$ cat src/rtl/axi_steer_pkg.sv
// Shared types and constants for the AXI write-path steering block.
// Latency: n/a (types only).
// Backpressure: n/a (types only).
package axi_steer_pkg;

    typedef logic [1:0] resp_t;

    localparam resp_t RESP_OKAY   = 2'b00;
    localparam resp_t RESP_DECERR = 2'b11;

    typedef enum logic [1:0] {
        IDLE,
        AW_FWD,
        DATA,
        RESP
    } state_e;

endpackage

$ cat src/rtl/axi_beat_counter.sv
// W-burst beat counter; flags a sticky error when WLAST disagrees with AWLEN.
// Latency: count and flag update on the clock edge that completes a beat.
// Backpressure: none; counts only beats the parent reports as handshaken.
//
// Ports:
//   clk, arst_n : clock, asynchronous active-low reset
//   beat        : one W beat handshaken this cycle
//   last        : WLAST of that beat
//   len         : captured AWLEN (beats minus one)
//   len_err     : sticky mismatch flag, cleared only by reset
module axi_beat_counter (
    input  logic       clk,
    input  logic       arst_n,
    input  logic       beat,
    input  logic       last,
    input  logic [7:0] len,
    output logic       len_err
);

    logic [7:0] count;

    // The compare uses the pre-increment count, so len=255 matches on the
    // 256th beat before the counter wraps.
    always_ff @(posedge clk or negedge arst_n) begin
        if (!arst_n) begin
            count   <= 8'd0;
            len_err <= 1'b0;
        end else if (beat) begin
            count <= last ? 8'd0 : count + 8'd1;
            if ((last && (count != len)) || (!last && (count == len))) begin
                len_err <= 1'b1;
            end
        end
    end

endmodule

$ cat src/rtl/axi_wr_steer.sv
// AXI write steering: decodes AW to a slave, drives the W demux select, returns B or DECERR.
// Latency: AW accept to first W beat is 2 cycles minimum; one transaction outstanding.
// Backpressure: AW held until the slave accepts; W/B ready-valid pass through in DATA/RESP only.
//
// Ports:
//   clk, arst_n                    : clock, asynchronous active-low reset
//   s_aw_* / s_w_* / s_b_*         : master-side AW, W control and B channels
//   m_aw_* / m_w_* / m_b_*         : per-slave one-hot AW/W valids, readies and B channel
//   w_sel                          : W demux select, stable for the whole burst
//   len_err                        : sticky flag, WLAST disagreed with AWLEN
module axi_wr_steer
    import axi_steer_pkg::*;
#(
    parameter int NUM_SLV    = 8,
    parameter int ADDR_WIDTH = 32,
    parameter int ID_WIDTH   = 4,
    parameter int REGION_LSB = 12,
    parameter int SEL_W      = $clog2(NUM_SLV) + 1
) (
    input  logic                        clk,
    input  logic                        arst_n,

    input  logic                        s_aw_valid,
    output logic                        s_aw_ready,
    input  logic [ADDR_WIDTH-1:0]       s_aw_addr,
    input  logic [ID_WIDTH-1:0]         s_aw_id,
    input  logic [7:0]                  s_aw_len,

    input  logic                        s_w_valid,
    output logic                        s_w_ready,
    input  logic                        s_w_last,

    output logic [NUM_SLV-1:0]          m_aw_valid,
    input  logic [NUM_SLV-1:0]          m_aw_ready,
    output logic [NUM_SLV-1:0]          m_w_valid,
    input  logic [NUM_SLV-1:0]          m_w_ready,
    output logic [$clog2(NUM_SLV)-1:0]  w_sel,

    input  logic [NUM_SLV-1:0]          m_b_valid,
    output logic [NUM_SLV-1:0]          m_b_ready,
    input  resp_t [NUM_SLV-1:0]         m_b_resp,

    output logic                        s_b_valid,
    input  logic                        s_b_ready,
    output logic [ID_WIDTH-1:0]         s_b_id,
    output resp_t                       s_b_resp,

    output logic                        len_err
);

    localparam int IDX_W = $clog2(NUM_SLV);
    localparam logic [SEL_W-1:0] NUM_SLV_SEL = SEL_W'(NUM_SLV);

    state_e                 state_q;
    logic                   aw_rdy_q;
    logic                   aw_vld_q;
    logic [ID_WIDTH-1:0]    id_q;
    logic [7:0]             len_q;
    logic [IDX_W-1:0]       idx_q;
    logic                   dec_err_q;

    logic [SEL_W-1:0]       aw_idx;
    logic                   aw_dec_err;
    logic [NUM_SLV-1:0]     sel_mask;
    logic                   w_hs;
    logic                   b_hs;

    // Only the region field of the address matters for steering.
    logic unused_addr;
    assign unused_addr = ^s_aw_addr;

    // The extra top bit of the index field lets regions beyond the last
    // slave decode as unmapped instead of aliasing onto a real slave.
    assign aw_idx     = s_aw_addr[REGION_LSB +: SEL_W];
    assign aw_dec_err = (aw_idx >= NUM_SLV_SEL);

    assign sel_mask = NUM_SLV'(1) << idx_q;
    assign w_hs     = s_w_valid && s_w_ready;
    assign b_hs     = s_b_valid && s_b_ready;

    assign s_aw_ready = aw_rdy_q;
    assign w_sel      = idx_q;
    assign s_b_id     = id_q;

    // s_aw_ready is a register so it stays low while reset is asserted and
    // rises on the first clock after release.
    always_ff @(posedge clk or negedge arst_n) begin
        if (!arst_n) begin
            state_q   <= IDLE;
            aw_rdy_q  <= 1'b0;
            aw_vld_q  <= 1'b0;
            id_q      <= '0;
            len_q     <= 8'd0;
            idx_q     <= '0;
            dec_err_q <= 1'b0;
        end else begin
            case (state_q)
                IDLE: begin
                    if (aw_rdy_q && s_aw_valid) begin
                        id_q      <= s_aw_id;
                        len_q     <= s_aw_len;
                        idx_q     <= aw_idx[IDX_W-1:0];
                        dec_err_q <= aw_dec_err;
                        aw_rdy_q  <= 1'b0;
                        if (aw_dec_err) begin
                            state_q <= DATA;
                        end else begin
                            aw_vld_q <= 1'b1;
                            state_q  <= AW_FWD;
                        end
                    end else begin
                        aw_rdy_q <= 1'b1;
                    end
                end
                AW_FWD: begin
                    if (m_aw_ready[idx_q]) begin
                        aw_vld_q <= 1'b0;
                        state_q  <= DATA;
                    end
                end
                DATA: begin
                    if (w_hs && s_w_last) begin
                        state_q <= RESP;
                    end
                end
                RESP: begin
                    if (b_hs) begin
                        aw_rdy_q <= 1'b1;
                        state_q  <= IDLE;
                    end
                end
                default: state_q <= IDLE;
            endcase
        end
    end

    // Pass-through paths are gated by the registered state, so nothing on
    // the slave side can react to s_aw_valid within the same cycle.
    always_comb begin
        m_aw_valid = aw_vld_q ? sel_mask : '0;
        m_w_valid  = '0;
        s_w_ready  = 1'b0;
        m_b_ready  = '0;
        s_b_valid  = 1'b0;
        s_b_resp   = RESP_OKAY;
        case (state_q)
            DATA: begin
                if (dec_err_q) begin
                    // Unmapped: swallow the burst so the master can finish.
                    s_w_ready = 1'b1;
                end else begin
                    m_w_valid = sel_mask & {NUM_SLV{s_w_valid}};
                    s_w_ready = m_w_ready[idx_q];
                end
            end
            RESP: begin
                if (dec_err_q) begin
                    s_b_valid = 1'b1;
                    s_b_resp  = RESP_DECERR;
                end else begin
                    s_b_valid = m_b_valid[idx_q];
                    s_b_resp  = m_b_resp[idx_q];
                    m_b_ready = sel_mask & {NUM_SLV{s_b_ready}};
                end
            end
            default: ;
        endcase
    end

    axi_beat_counter u_beat_counter (
        .clk     (clk),
        .arst_n  (arst_n),
        .beat    (w_hs),
        .last    (s_w_last),
        .len     (len_q),
        .len_err (len_err)
    );

endmodule

$ cat config.mk
export PLATFORM = sky130hd
export DESIGN_NAME = axi_wr_steer
export DESIGN_NICKNAME = d
export VERILOG_FILES = /design/src/rtl/axi_steer_pkg.sv /design/src/rtl/axi_beat_counter.sv /design/src/rtl/axi_wr_steer.sv
export SDC_FILE = /design/constraint.sdc
export NUM_CORES = 1
export LEC_CHECK = 0
export BUFFER_PORTS_ARGS = -buffer_cell sky130_fd_sc_hd__buf_2
export CAP_MARGIN = 20
export CORE_MARGIN = 2
export CORE_UTILIZATION = 42
export DETAILED_ROUTE_END_ITERATION = 7
export PLACE_DENSITY_LB_ADDON = 0.08
export SYNTH_ARGS = -nofsm -noshare
export SYNTH_HDL_FRONTEND = slang
export SYNTH_SLANG_ARGS = --single-unit
$ cat constraint.sdc
create_clock -name clk -period 3.6 [get_ports clk]
set_clock_uncertainty 0.2 [all_clocks]
set_input_delay 0.72 -clock clk [delete_from_list [all_inputs] [get_ports clk]]
set_output_delay 0.72 -clock clk [all_outputs]
set_load 0.005 [all_outputs]
# Yosys cells after proc, flatten, opt, wreduce, memory -nomap -nowiden
# Cells that the tools add are included.
# word_totals
ff_bits	29
out_inout_bits	37
# classes
addsub	1
n_lt_le_gt_ge	2
n_eq_ne	10
shift	1
mux	33
bitwise	2
reduce_logical	16
# op_table
op	count
8-bit two-way mux	6
8-bit AND	2
2-bit two-way mux	8
1-bit two-way mux	12
2-bit != test (second input constant)	5
1-bit binary-select mux with 3-bit select	3
8-bit by 1-bit adder with 8-bit output (second input constant)	1
8-bit == test	1
8-bit != test	1
2-bit case mux with 4 select lines	1
4-bit AND reduction	2
1-bit by 3-bit left shift with 8-bit output (first input constant)	1
2-bit binary-select mux with 3-bit select	1
1-bit logical AND	6
2-bit AND reduction	3
2-bit == test (second input constant)	2
4-bit >= comparator (second input constant)	1
3-bit by 4-bit less-than comparator with 1-bit output (second input constant)	1
1-bit case mux with 2 select lines	2
2-bit nonzero test	2
2-bit by 1-bit == test with 1-bit output (second input constant)	1
2-bit logical NOT	1
1-bit logical NOT	1
1-bit logical OR	1

# Logic depth before layout (Yosys ltp)
# Gate-level depths: netlist of run 1.
# logic_depth
word_depth	8
mapped_depth	9

# Modules after synthesis
# A second synthesis of run 1 with hierarchy kept.
# hier_totals
hier_cells	204
area_unflattened_um2	1983.2
# modules_own_cells
mod	instances	cells_each	area_per_inst_um2	seq_area_each_um2
axi_wr_steer	1	144	1420.1	500.5
axi_beat_counter	1	60	563.0	225.2

# Worst setup path after synthesis of run 1
# No wires, ideal clock.
# synth_timing
kind	input-to-reg
start	in m_b_valid[0]
end	reg state_q[1]
setup_ps	125
arrival_time_ps	2011
required_time_ps	3275
setup_slack_ps	1264
stages	5
n_path_buf	0
cell_sequence	mux2_4 -> a211o_1 -> or3_1 -> o2111ai_2 -> mux2_4
# synth_between
elab_chain_cells	7
# synth_rtl
element	line	text
start, declared	axi_wr_steer.sv:39	input logic [NUM_SLV-1:0] m_b_valid,
1-bit binary-select mux with 3-bit select	axi_wr_steer.sv:161	s_b_valid = m_b_valid[idx_q];
1-bit two-way mux (not written as such)	axi_wr_steer.sv:161	
1-bit two-way mux	axi_wr_steer.sv:157	if (dec_err_q) begin
1-bit two-way mux	axi_wr_steer.sv:146	case (state_q)
1-bit logical AND	axi_wr_steer.sv:79	assign b_hs = s_b_valid && s_b_ready;
2-bit != test (no source line)	--	
4-bit AND reduction (no source line)	--	
end signal, assigned	axi_wr_steer.sv:89	state_q <= IDLE;
end signal, assigned	axi_wr_steer.sv:106	state_q <= DATA;
end signal, assigned	axi_wr_steer.sv:109	state_q <= AW_FWD;
end, declared	axi_wr_steer.sv:54	state_e state_q;
# Every way passes these cells. The select of a mux whose other input is x is not followed.
# A chain may end at the register's enable or synchronous reset.

# Worst setup path after layout of run 1
# layout_timing
start	reg idx_q[1], in the netlist w_sel[1]
end	out s_b_valid
# layout_between
elab_chain_cells	4
# layout_rtl
element	line	text
start, declared	axi_wr_steer.sv:59	logic [IDX_W-1:0] idx_q;
start signal, assigned	axi_wr_steer.sv:102	idx_q <= aw_idx[IDX_W-1:0];
1-bit binary-select mux with 3-bit select	axi_wr_steer.sv:161	
1-bit two-way mux (not written as such)	axi_wr_steer.sv:161	
1-bit two-way mux	axi_wr_steer.sv:157	
1-bit two-way mux	axi_wr_steer.sv:146	
end, declared	axi_wr_steer.sv:43	output logic s_b_valid,
# Every way passes these cells. The select of a mux whose other input is x is not followed.

==> results.json, run 1 <==
{
  "status": "completed",
  "leakagePower_nw": 1.30,
  "dp_hpwl_mm": 3.95,
  "drt-initial-drc-count": 84,
  "swShare_pct": 39.6,
  "wl_met1_mm": 2.16,
  "whs_ns": 0.257,
  "highest_layer": "met4",
  "drt_wl_total_mm": 5.00,
  "antenna-diode-count": 0,
  "internal_power_mw": 1.16,
  "drive_gt1_share_pct": 44.7,
  "rows": 25,
  "worstSetupPathType": "register to output pin",
  "synth_cells": 205,
  "cp_slowest_cell": "dfrtp_1",
  "grt_overflow": 0,
  "ys_types": 40,
  "fmax_ghz": 0.326,
  "regArea_sq_um": 726,
  "die_y_um": 72.9,
  "yosysTopAreaCell": "dfrtp_1",
  "fp.dieW_um": 72.9,
  "core_area_sq_mm": 0.00466,
  "synthArstFlopShare_pct": 100,
  "syn2layout_area_growth_pct": 30.0,
  "syn_avg_cell_area_sq_um": 9.73,
  "cts_setup_buffers": 0,
  "post-place-ws_ns": 0.816,
  "netSwitchingPower_mw": 0.757,
  "yosysTopAreaCellShare_pct": 36.4,
  "crit_family": "flip-flops",
  "nNetsFinal": 396,
  "start_util_pct": 42.8,
  "syn_nets": 300,
  "cp_num_buf_inv": 2,
  "power_frac_seq_pct": 33.5,
  "h-tree-depth": 2,
  "hold_viol_final": 0,
  "gp_congestion": 0.785,
  "routed-wl-met2_mm": 2.47,
  "die_area_sq_mm": 0.00532,
  "fin_crit_ns": 3.06,
  "setup_viol": 0,
  "yosys_most_used_dff": "dfrtp_1",
  "grt_pass1_vias": 1731,
  "slew_violations": 0,
  "period_share_pct": 85.1,
  "routedWlPerCell_um": 14.0,
  "crit_path_frequent_cell": "nor2_1",
  "cpPeakStageDelay_ns": 0.58,
  "cp_max_fo": 14,
  "viasPerCell": 5.24,
  "crit_arrival_ns": 2.14,
  "synth_area_sq_mm": 0.00200,
  "met3WireLength_um": 296,
  "ys_ff_latch": 29,
  "multi_input_area_sq_mm": 0.00118,
  "tns_ns": 0,
  "synth.area.top_cells": "dfrtp_1 36%, mux2_2 11%, mux2i_1 5.5%",
  "grt_max_degree": 30,
  "drc": 0,
  "power_mw": 1.91,
  "holdBufCountCts": 0,
  "ant_nets": 0,
  "antenna_found_initial": 0,
  "grt_util_all_layers_pct": 20.0,
  "clk_pin_slew_ns": 0.07,
  "hold_class": "primary input to async pin",
  "yosysSeqAreaShare_pct": 36.4,
  "cp_cell_sequence": "buf_4 > mux2i_1 > o22ai_1 > a211o_1 > nor2_1 > nor2_1 > buf_2",
  "cp.required_ns": 2.68,
  "crit_path_end_kind": "output pin",
  "num_io_pins": 127,
  "yosysWarnings": 0,
  "synth-edff-count": 0,
  "power_density_mw_per_mm2": 738,
  "cts_resized": 0,
  "cap_violations": 0,
  "cp-start-kind": "register",
  "vias": 1865,
  "worstMarginPinSlew_ns": 0.786,
  "combinationalPowerShare_pct": 50.8,
  "io_buffers": 98,
  "grt_pass1_wl_mm": 8.16,
  "cts_root_buf": "clkbuf_8",
  "cts_buffers": 5,
  "fillers": 441,
  "cts_tree": "done",
  "rsz0062_at_grt": "no",
  "dr.pass1.iters": 4,
  "clk_path_buf_depth": 2,
  "slew_headroom_pct": 47.5,
  "fin_cells": 356,
  "placed_cells": 348,
  "clock-sinks": 29,
  "clock_latency_ns": 0.29,
  "clock_power_share_pct": 15.7,
  "ir_worst_vdd_v": 0.000345,
  "finalWorstSetupSlack_ns": 0.535
}
-- logic make-up (layout without fill, tap and decap cells) --
kind of cell,count (synthesis),in the layout,share of synthesized area (%)
and+or+nand+nor,73,73,17.4
buffers and inverters,16,113,4.58
adders and majority gates,5,5,3.13
AOI/OAI and AO/OA,37,37,12.4
DFF,29,29,36.4
xor gates and xnor gates,9,9,3.95
muxes,36,36,22.3
-- worst reg2reg max path: cells and delay by family (launching register included) --
family	cells	cell delay (ns)
DFF	1	0.58
and+or+nand+nor	1	0.34
buffers and inverters	1	0.32
muxes	2	0.59
AOI/OAI and AO/OA	3	0.54
-- through the flow --
stage | cell area [sq um] | utilization [%]
global placement | 2490 | 53.5
global route | 2590 | 55.7
CTS | 2590 | 55.7
floorplan | 2000 | -
finish | 2590 | 55.7
detailed placement | 2490 | 53.5
-- cells in the final DEF (no fill, tap or decap), drive strengths merged, types with 3 or more instances in the layout --
master,count
nor3,6
nor2,27
buf,99
clkbuf,7
mux2i,11
xnor2,9
mux2,21
nand3,4
a31oi,3
ha,5
nand2,13
dfrtp,29
nand4,3
or3,4
nand2b,9
inv,6
a21oi,4
mux4,4
o21ai,17
-- path summary, 6_finish.rpt --
check / cells past startpoint / slack [ns] / from / to
setup / recovery: 7 / 0.54 / w_sel[1]$_DFFE_PN0P_ / s_b_valid
min in group clk: 1 / 0.28 / u_beat_counter.len_err$_DFFE_PN0P_ / u_beat_counter.len_err$_DFFE_PN0P_
hold reg to reg: 1 / 0.28 / u_beat_counter.len_err$_DFFE_PN0P_ / u_beat_counter.len_err$_DFFE_PN0P_
setup reg to reg: 7 / 0.91 / w_sel[1]$_DFFE_PN0P_ / state_q[1]$_DFFE_PN0P_
max in group asynchronous: 1 / 2.51 / arst_n / u_beat_counter.count[3]$_DFFE_PN0P_
hold / removal: 1 / 0.26 / arst_n / state_q[1]$_DFFE_PN0P_
-- sequential cells by signal (all words and copies together), names as in the netlist --
register                count
u_beat_counter.len_err      1
len_q                       8
w_sel                       3
s_aw_ready                  1
s_b_id                      4
aw_vld_q                    1
dec_err_q                   1
state_q                     2
u_beat_counter.count        8
-- routing by layer --
layer,up-vias,global-route usage [%]
li1,921,-
met1,866,22.8
met2,72,36.1
met3,6,4.83
met4,0,7.20
met5,-,0
-- layout make-up --
| type | count | share of cell area, % |
|---|---|---|
| timing repair buffer | 99 | 19.2 |
| multi-input combinational | 160 | 45.4 |
| inverter | 6 | 0.868 |
| sequential | 29 | 28.0 |
| clock inverter | 1 | 0.193 |
| tap | 54 | 2.60 |
| clock buffer | 7 | 3.71 |
-- power groups by stage --
stage / Sequential, mW / Clock, mW / Combinational [mW]
3_3_place_gp: 0.643 / 0 / 0.970
5_1_grt: 0.674 / 0.324 / 1.09
4_1_cts: 0.644 / 0.311 / 0.990
2_1_floorplan: 0.561 / 0 / 0.817
6_report: 0.641 / 0.299 / 0.972
3_5_place_dp: 0.650 / 0 / 0.987
-- synth_stat cells (2+ instances only) --
master and count:
nand2b_1 9, o21ai_0 17, or3_1 4, nand2_1 13, nor2b_1 2, clkbuf_1 3
nor3_1 6, a31oi_1 3, o31ai_1 2, dfrtp_1 29, nand3_1 4, o22ai_1 2
a21oi_1 4, inv_1 6, nand4_1 3, xnor2_1 9, nor2_1 27, mux4_2 4
mux2_2 19, mux2i_1 11, and3_1 2, buf_2 3, mux2_4 2, ha_1 5
(Power assumes the default switching activity.)
==> run 2: changes to the inputs <==
--- a/config.mk
+++ b/config.mk
@@ -10,7 +10,8 @@
 export CORE_MARGIN = 2
 export CORE_UTILIZATION = 42
 export DETAILED_ROUTE_END_ITERATION = 7
-export PLACE_DENSITY_LB_ADDON = 0.08
+export GPL_ROUTABILITY_DRIVEN = 0
+export PLACE_DENSITY = 0.86
 export SYNTH_ARGS = -nofsm -noshare
 export SYNTH_HDL_FRONTEND = slang
 export SYNTH_SLANG_ARGS = --single-unit
==> run 2 against run 1 <==
Setup slack worse by 0.010 ns. Largest power group unchanged. Clock power shrank 3%. Maximum frequency decreased by 0.32%. Register-to-register slack gained 0.05 ns.
==> results.json, run 2 (synthesis gave the netlist of run 1 again) <==
{
  "status": "completed",
  "cts_setup_buffers": 0,
  "drc": 0,
  "cts_root_buf": "clkbuf_8",
  "io_buffers": 98,
  "leakagePower_nw": 1.30,
  "regArea_sq_um": 726,
  "clock_latency_ns": 0.28,
  "cts_tree": "done",
  "r2r_cells": 7,
  "num_io_pins": 127,
  "crit_arrival_ns": 2.15,
  "die_y_um": 72.9,
  "setup_viol": 0,
  "design_area_sq_mm": 0.00259,
  "antenna_found_initial": 0,
  "fmax_ghz": 0.325,
  "clk_path_buf_depth": 2,
  "cts_buffers": 5,
  "start_util_pct": 42.8,
  "viasPerCell": 5.29,
  "hold_class": "primary input to async pin",
  "post_dp_cell_area_sq_mm": 0.00249,
  "ir_worst_vdd_v": 0.000401,
  "final_common_cell": "buf_2",
  "cp-start-kind": "register",
  "clk_pin_slew_ns": 0.06,
  "grt_pass1_vias": 1698,
  "dr.pass1.iters": 4,
  "die_area_sq_mm": 0.00532,
  "rr_endpoint": "state_q[1]$_DFFE_PN0P_",
  "cp.required_ns": 2.68,
  "slew_violations": 0,
  "multi_input_area_sq_mm": 0.00118,
  "crit_path_end_kind": "output pin",
  "drive_gt1_share_pct": 44.7,
  "cts_resized": 0,
  "timing.reg2reg.setup_slack_ns": 0.96,
  "drt-initial-drc-count": 84,
  "h-tree-depth": 2,
  "dp_hpwl_mm": 3.83,
  "final_cell_mix": "98 x buf_2, 29 x dfrtp_1, 27 x nor2_1, 19 x mux2_2, 17 x o21ai_0",
  "cap_violations": 0,
  "fp.dieW_um": 72.9,
  "cp_max_fo": 19,
  "rsz0062_at_grt": "no",
  "cp-startpoint": "w_sel[1]$_DFFE_PN0P_",
  "fin_crit_ns": 3.07,
  "rows": 25,
  "vias": 1882,
  "cp-endpoint": "s_w_ready",
  "worstSetupPathType": "register to output pin",
  "grt_pass1_wl_mm": 7.44,
  "core_area_sq_mm": 0.00466,
  "period_share_pct": 85.4,
  "grt_overflow": 0,
  "tns_ns": 0,
  "grt_max_degree": 30,
  "nNetsFinal": 396,
  "clock-sinks": 29,
  "holdBufCountCts": 0,
  "ant_nets": 0,
  "worstMarginPinSlew_ns": 0.852,
  "r2r_start": "w_sel[1]$_DFFE_PN0P_",
  "drt_wl_total_mm": 4.82,
  "power_mw": 1.91,
  "routedWlPerCell_um": 13.5,
  "grt_util_all_layers_pct": 17.9,
  "slew_headroom_pct": 43.0,
  "antenna-diode-count": 0,
  "syn2layout_area_growth_pct": 30.0,
  "hold_viol_final": 0,
  "fillers": 431,
  "power_density_mw_per_mm2": 736
}
## run 2: cell counts in the layout (fill, tap and decap cells not counted)
No cell type changed its count.
## run 2: layer usage
layer | GRT usage [%] | up-vias | part of all wire, %
li1 | - | 922 | -
met1 | 20.0 | 873 | 40
met2 | 34.1 | 84 | 51
met3 | 4.97 | 3 | 8.6
met4 | 2.47 | 0 | 0.39
met5 | 0 | - | 0
## run 2: final cells by class
cell class	count	area share, %
Inverter	6	0.868
Sequential cell	29	28.0
Multi-Input combinational cell	160	45.4
Timing Repair Buffer	99	19.2
Tap cell	54	2.60
Clock inverter	1	0.193
Clock buffer	7	3.71
## run 2: through the flow
stage | hold slack, ns | setup WS, ns | std cells | utilization, %
floorplan | 0.224 | 1.26 | 205 | -
global placement | 0.269 | 0.849 | 348 | 53.5
detailed placement | 0.265 | 0.819 | 348 | 53.5
CTS | 0.284 | 0.509 | 356 | 55.7
global route | 0.310 | 0.351 | 356 | 55.7
finish | 0.267 | 0.525 | 356 | 55.7
## run 2: worst max-delay path, stage by stage, from the launching register on
cell     delay, ns
dfrtp_1       0.74
buf_4         0.30
mux2i_1       0.21
a22oi_1       0.10
a21oi_1       0.29
nor2b_1       0.10
buf_2         0.14
## run 2: worst min-delay path by stage
stage	startpoint	end	cells past startpoint	slack, ns
floorplan	arst_n	aw_vld_q$_DFFE_PN0P_	0	0.22
global placement	u_beat_counter.len_err$_DFFE_PN0P_	u_beat_counter.len_err$_DFFE_PN0P_	1	0.27
detailed placement	u_beat_counter.len_err$_DFFE_PN0P_	u_beat_counter.len_err$_DFFE_PN0P_	1	0.27
CTS	arst_n	u_beat_counter.count[2]$_DFFE_PN0P_	1	0.28
global route	arst_n	len_q[4]$_DFFE_PN0P_	1	0.31
finish	arst_n	u_beat_counter.count[0]$_DFFE_PN0P_	1	0.27
## run 2: where the power goes
| group | internal (mW) | switching [mW] | leakage (nW) |
|---|---|---|---|
| Combinational | 0.524 | 0.437 | 0.897 |
| Sequential | 0.461 | 0.194 | 0.350 |
| Clock | 0.172 | 0.119 | 0.0542 |
